File: config.mk
export PLATFORM = sky130hd
export DESIGN_NAME = cla_4bit
export DESIGN_NICKNAME = d
export VERILOG_FILES = /design/src/rtl/cla_4bit.sv
export SDC_FILE = /design/constraint.sdc
export NUM_CORES = 1
export LEC_CHECK = 0
export ABC_AREA = 1
export BUFFER_PORTS_ARGS = -buffer_cell sky130_fd_sc_hd__clkbuf_2
export CAP_MARGIN = 20
export CORE_AREA = 2 2 39 41
export CTS_CLUSTER_SIZE = 28
export DETAILED_ROUTE_END_ITERATION = 7
export DIE_AREA = 0 0 41 43
export HOLD_SLACK_MARGIN = 0.08
export MAX_ROUTING_LAYER = met4
export PLACE_DENSITY = 0.59
export REMOVE_ABC_BUFFERS = 1
export SYNTH_ARGS = -nofsm -noshare
export SYNTH_HDL_FRONTEND = slang
export SYNTH_SLANG_ARGS = --single-unit
export TNS_END_PERCENT = 100
File: constraint.sdc
create_clock -name clk -period 0.96 [get_ports clk]
set_input_delay 0 -clock clk [delete_from_list [all_inputs] [get_ports clk]]
set_output_delay 0 -clock clk [all_outputs]
set_load 0.1 [all_outputs]
File: src/rtl/cla_4bit.sv
// 4-bit carry-lookahead adder with registered sum, carry-out and group
// propagate/generate outputs for cascading into a higher-level lookahead unit.
module cla_4bit (
    input  logic       clk,
    input  logic       rst,
    input  logic [3:0] a,
    input  logic [3:0] b,
    input  logic       cin,
    output logic [3:0] sum,
    output logic       cout,
    output logic       pg,
    output logic       gg
);

    logic [3:0] p;
    logic [3:0] g;
    logic [4:0] c;

    logic [3:0] sum_d, sum_q;
    logic       cout_d, cout_q;
    logic       pg_d, pg_q;
    logic       gg_d, gg_q;

    // Every carry is a flat sum of products of p, g and cin; no carry feeds another.
    always_comb begin
        p = a ^ b;
        g = a & b;

        c[0] = cin;
        c[1] = g[0]
             | (p[0] & cin);
        c[2] = g[1]
             | (p[1] & g[0])
             | (p[1] & p[0] & cin);
        c[3] = g[2]
             | (p[2] & g[1])
             | (p[2] & p[1] & g[0])
             | (p[2] & p[1] & p[0] & cin);
        c[4] = g[3]
             | (p[3] & g[2])
             | (p[3] & p[2] & g[1])
             | (p[3] & p[2] & p[1] & g[0])
             | (p[3] & p[2] & p[1] & p[0] & cin);

        sum_d  = p ^ c[3:0];
        cout_d = c[4];
        pg_d   = p[3] & p[2] & p[1] & p[0];
        gg_d   = g[3]
               | (p[3] & g[2])
               | (p[3] & p[2] & g[1])
               | (p[3] & p[2] & p[1] & g[0]);
    end

    // Synchronous reset wins over operands presented in the same cycle.
    always_ff @(posedge clk) begin
        if (rst) begin
            sum_q  <= 4'h0;
            cout_q <= 1'b0;
            pg_q   <= 1'b0;
            gg_q   <= 1'b0;
        end else begin
            sum_q  <= sum_d;
            cout_q <= cout_d;
            pg_q   <= pg_d;
            gg_q   <= gg_d;
        end
    end

    assign sum  = sum_q;
    assign cout = cout_q;
    assign pg   = pg_q;
    assign gg   = gg_q;

endmodule

==> impl_metrics.csv, run 1 <==
group,metric,value,unit
run_status,outcome,"completed",
timing,slew_viol_final,0,
die,die_area,0.00176,mm^2
power_and_ir_drop,power_density,1650,mW/mm^2
cts,cts_resized,0,
die,dieHeight,43,um
die,initial_core_util,0.277,
setup_path,endpoint_kind,"register",
setup_path,cp_max_fo,5,
setup_path,crit_type,"in -> reg",
routing,drt-total-wl,744,um
hold_path,hold_path_end,"sum[0]",
grt,antenna_found_initial,0,
finish,diodes,0,
routing,ant_nets,0,
logic_synthesis,synth_area_per_cell,7.66,um^2
routing,drtIter0Drc,4,
cts,cts.sinks,7,
grt,grt_use_total,0.100,
grt,grt-ovfl-total,0,
finish,syn2layout_area_growth,70.9,%
grt,grt_max_degree,7,
finish,fin_nets,92,
die,ios,18,
cts,clock_path_buffers,2,
logic_synthesis,synth_seq_area_share,0.366,
placement,post-dp-hpwl,654,um
timing,rsz0062_at_grt,"no",
cts,ctsHtreeMaxLevel,1,
timing,tightest_slew,0.222,ns
placement,gp_congestion,0.853,
finish,layout_common_cells,"inv_1, clkbuf_2, nand2_1, dfxtp_1, buf_12",
cts,cts_tree,"done",
finish,final_cells,91,
routing,vias,382,
routing,drc,0,
die,die_w,41,um
setup_path,cp.arrival,1.01,ns
placement,place_area,608,um^2
power_and_ir_drop,cellLeakagePower,0.348,nW
finish,seqCellArea,140,um^2
hold_path,worstHoldStart,"b[0]",
timing,hold_viol,0,
routing,wl_per_cell,8.18,um
routing,first_pass_iters,4,
timing,fin_crit_sh,0.859,
hold_path,holdPathStages,4,
placement,place.port_buffers,17,
routing,vias_per_cell,4.20,
timing,fmax,1210,MHz
cts,tritoncts.num_buffers,3,
finish,drive_gt1_frac,0.307,
logic_synthesis,yosysTopAreaCell,"dfxtp_1",
logic_synthesis,netlist_area,383,um^2
timing,min_period,0.824,ns
finish,fillerInstances,133,
finish,fin_area,654,um^2
setup_path,critPathLaunchType,"input pin",
flow_run,max_cap_violations,0,
cts,clkTransAtPathRegs,0.05,ns
finish,multi_input_area,205,um^2
die,core_area,0.00138,mm^2
hold_path,hold_path_class,"in -> reg",
cts,root_buffer,"clkbuf_4",
setup_path,cp.required,1.15,ns
die,fp-row-count,14,
timing,setup_viol,0,
grt,grt_pass1_wl,1140,um
logic_synthesis,synth_warnings,0,
placement,dp.cells,85,
timing,timing.slew.headroom,0.850,
power_and_ir_drop,peakVddDrop,0.000516,V
logic_synthesis,synth.top_cell.area_share,0.366,
power_and_ir_drop,power.total,1.08,mW
logic_synthesis,ys_seq_elements,7,
logic_synthesis,synth_cell_types,16,
grt,grt_pass1_vias,299,
logic_synthesis,synth_area_leaders,"dfxtp_1, ha_1, inv_1",
logic_synthesis,syn_inst,50,
-- cell families after synthesis --
logic type | Yosys count | share of synthesized area
xor gates and xnor gates | 1 | 0.0229
DFF | 7 | 0.366
adders and majority gates | 5 | 0.183
and+or+nand+nor | 24 | 0.291
buffers and inverters | 10 | 0.0980
AOI/OAI and AO/OA | 3 | 0.0392
-- report_power, final --
| part | total (mW) | internal [mW] | leakage (nW) | switching (mW) |
|---|---|---|---|---|
| Clock | 0.255 | 0.158 | 0.0150 | 0.0974 |
| Combinational | 0.484 | 0.183 | 0.275 | 0.301 |
| Sequential | 0.342 | 0.320 | 0.0581 | 0.0212 |
-- area by class of cell --
cell class	instances	area share
timing repair buffer	21	0.344
inverter	10	0.0574
clock buffer	4	0.0402
tap	16	0.0306
sequential	7	0.214
multi-input combinational	33	0.314
-- registers in the layout, indices dropped and copies added (netlist names) --
signal  count
gg          1
pg          1
sum         4
cout        1
-- cell usage after synthesis (all sizes together) --
cell type,number
nand4,1
ha,4
fa,1
nor2,5
inv,10
dfxtp,7
o21ai,1
or2,1
and2,1
nor3,1
nand2,8
nand3,6
a21oi,2
xor2,1
nor4,1
-- per-layer routing --
layer  routed length [um]  vias up  GRT usage
li1                     -      210          -
met5                    0        -          -
met3                   67        0     0.0314
met4                    0        0     0.0600
met1                  304      158      0.117
met2                  372       14      0.144
-- worst max path at each step --
stage / depth (start not counted) / slack, ns / startpoint / endpoint
3_3_place_gp: 8 / -0.03 / a[2] / cout
6_report: 5 / 0.14 / rst / cout
4_1_cts: 5 / 0.14 / rst / cout
2_1_floorplan: 0 / 0.05 / cout / cout
3_5_place_dp: 8 / -0.03 / a[2] / cout
5_1_grt: 5 / 0.09 / rst / cout
-- critical path: stages --
cell and delay (ns):
dlygate4sd3_1 0.53, clkbuf_2 0.14, nor3_1 0.18, nand3_1 0.09
nand2_1 0.07
-- what timing repair did --
| action | CTS | global route |
|---|---|---|
| hold endpoints to repair | 4 | 0 |
| setup buffers | 0 | 0 |
| hold buffers | 2 | 0 |
-- metrics by stage --
stage / setup WS (ns) / TNS [ns] / utilization / hold WS [ns]
global placement: -0.0275 / -0.0567 / 0.439 / 0.226
detailed placement: -0.0270 / -0.0591 / 0.439 / 0.230
CTS: 0.139 / 0 / 0.473 / 0.153
floorplan: 0.0510 / 0 / - / 0.0667
global route: 0.0873 / 0 / 0.473 / 0.176
finish: 0.136 / 0 / 0.473 / 0.155
(Power assumes the default switching activity.)
==> run 2, diff against run 1 <==
--- a/config.mk
+++ b/config.mk
@@ -16,6 +16,7 @@
 export MAX_ROUTING_LAYER = met4
 export PLACE_DENSITY = 0.59
 export REMOVE_ABC_BUFFERS = 1
+export SETUP_SLACK_MARGIN = 0.15
 export SYNTH_ARGS = -nofsm -noshare
 export SYNTH_HDL_FRONTEND = slang
 export SYNTH_SLANG_ARGS = --single-unit
==> impl_metrics.csv, run 2 (synthesis results as in run 1) <==
group,metric,value,unit
grt,grt_use_total,0.100,
routing,first_pass_iters,4,
hold_path,hold_path_end,"sum[0]",
setup_path,cp.required,0.96,ns
die,ios,18,
grt,grt_max_degree,7,
setup_path,critPathMaxStageDelay,0.35,ns
setup_path,cp_cell_sequence,"buf_12",
finish,final_cells,90,
cts,cts.sinks,7,
timing,timing.slew.headroom,0.849,
power_and_ir_drop,peakVddDrop,0.000515,V
power_and_ir_drop,power_density,1670,mW/mm^2
cts,cts_tree,"done",
placement,post-dp-hpwl,654,um
die,fp-row-count,14,
hold_path,hold_path_class,"in -> reg",
setup_path,critPathLaunchType,"register",
timing,fin_crit_sh,0.807,
finish,layout_common_cells,"inv_1, clkbuf_2, nand2_1, dfxtp_1, buf_12",
die,die_area,0.00176,mm^2
setup_path,crit_type,"reg -> out",
die,die_w,41,um
cts,clock_path_buffers,2,
finish,largest_reg_flops,4,
timing,tightest_slew,0.225,ns
cts,ctsHtreeMaxLevel,1,
placement,dp.cells,85,
finish,diodes,0,
cts,holdBufCountCts,1,
grt,grt_pass1_wl,1140,um
timing,setup_slack,0.186,ns
cts,root_buffer,"clkbuf_4",
cts,tritoncts.num_buffers,3,
cts,clkTransAtPathRegs,0.05,ns
setup_path,endpoint_kind,"output port",
setup_path,cpMaxStageDelayCell,"dfxtp_1",
setup_path,cp_max_fo,1,
timing,setup_viol,0,
timing,slew_viol_final,0,
die,initial_core_util,0.277,
grt,grt_pass1_vias,297,
setup_path,cp.arrival,0.77,ns
hold_path,holdPathStages,2,
routing,ant_nets,0,
run_status,violations,"hold timing",
timing,rsz0062_at_grt,"no",
placement,pre_cts_ws,-0.0270,ns
grt,grt-ovfl-total,0,
die,dieHeight,43,um
routing,drtIter0Drc,2,
placement,place.port_buffers,17,
run_status,outcome,"finished, violations left",
grt,antenna_found_initial,0,
finish,fin_nets,91,
routing,drc,0,
timing,hold_viol,3,
hold_path,worstHoldStart,"rst",
timing,setup_tns,0,ns
routing,vias,379,
placement,gp_congestion,0.853,
finish,drive_gt1_frac,0.324,
timing,hold_slack,-0.0258,ns
flow_run,max_cap_violations,0,
finish,utilization,0.467,
power_and_ir_drop,cellLeakagePower,0.342,nW
timing,fmax,1290,MHz
die,core_area,0.00138,mm^2
setup_path,path_buf_inv,1,
timing,min_period,0.774,ns
routing,wl_per_cell,8.16,um
finish,syn2layout_area_growth,69.0,%
routing,drt-total-wl,734,um
setup_path,path_delay_family,"flip-flops",
routing,vias_per_cell,4.21,
==> run 2: worst max-delay path by stage <==
stage / end / depth (start not counted) / slack [ns] / from
floorplan: cout / 0 / 0.05 / cout
global placement: cout / 8 / -0.03 / a[2]
detailed placement: cout / 8 / -0.03 / a[2]
CTS: sum[3] / 1 / 0.17 / sum[3]
global route: sum[3] / 1 / 0.16 / sum[3]
finish: sum[3] / 1 / 0.19 / sum[3]
==> run 2: repair_timing <==
item,CTS,global route
resized for setup,0,1
endpoints found under the hold margin,4,3
buffers inserted,0,0
endpoints found under the setup margin,0,1
==> run 2: cell type report <==
type / instances / area (um^2)
sequential: 7 / 140
multi-input combinational: 33 / 208
fill: 133 / 737
timing repair buffer: 20 / 215
clock buffer: 4 / 26.3
inverter: 10 / 37.5
tap: 16 / 20.0
==> run 2: per-layer routing <==
| metal | vias to the layer above | track usage | wire [um] |
|---|---|---|---|
| li1 | 207 | - | - |
| met1 | 158 | 0.117 | 287 |
| met2 | 14 | 0.144 | 370 |
| met4 | 0 | 0.0600 | 0 |
| met3 | 0 | 0.0314 | 75 |
| met5 | - | - | 0 |
==> run 2: through the flow <==
step / cell area, um^2 / total power, mW
3_3_place_gp: 608 / 0.823
2_1_floorplan: 383 / 0.640
6_report: 647 / 1.08
5_1_grt: 647 / 1.14
3_5_place_dp: 608 / 0.827
4_1_cts: 644 / 1.09
==> run 2: report_power, final <==
part / internal, mW / total (mW) / switching (mW)
logic: 0.182 / 0.482 / 0.300
registers: 0.320 / 0.342 / 0.0212
clock network: 0.158 / 0.255 / 0.0974
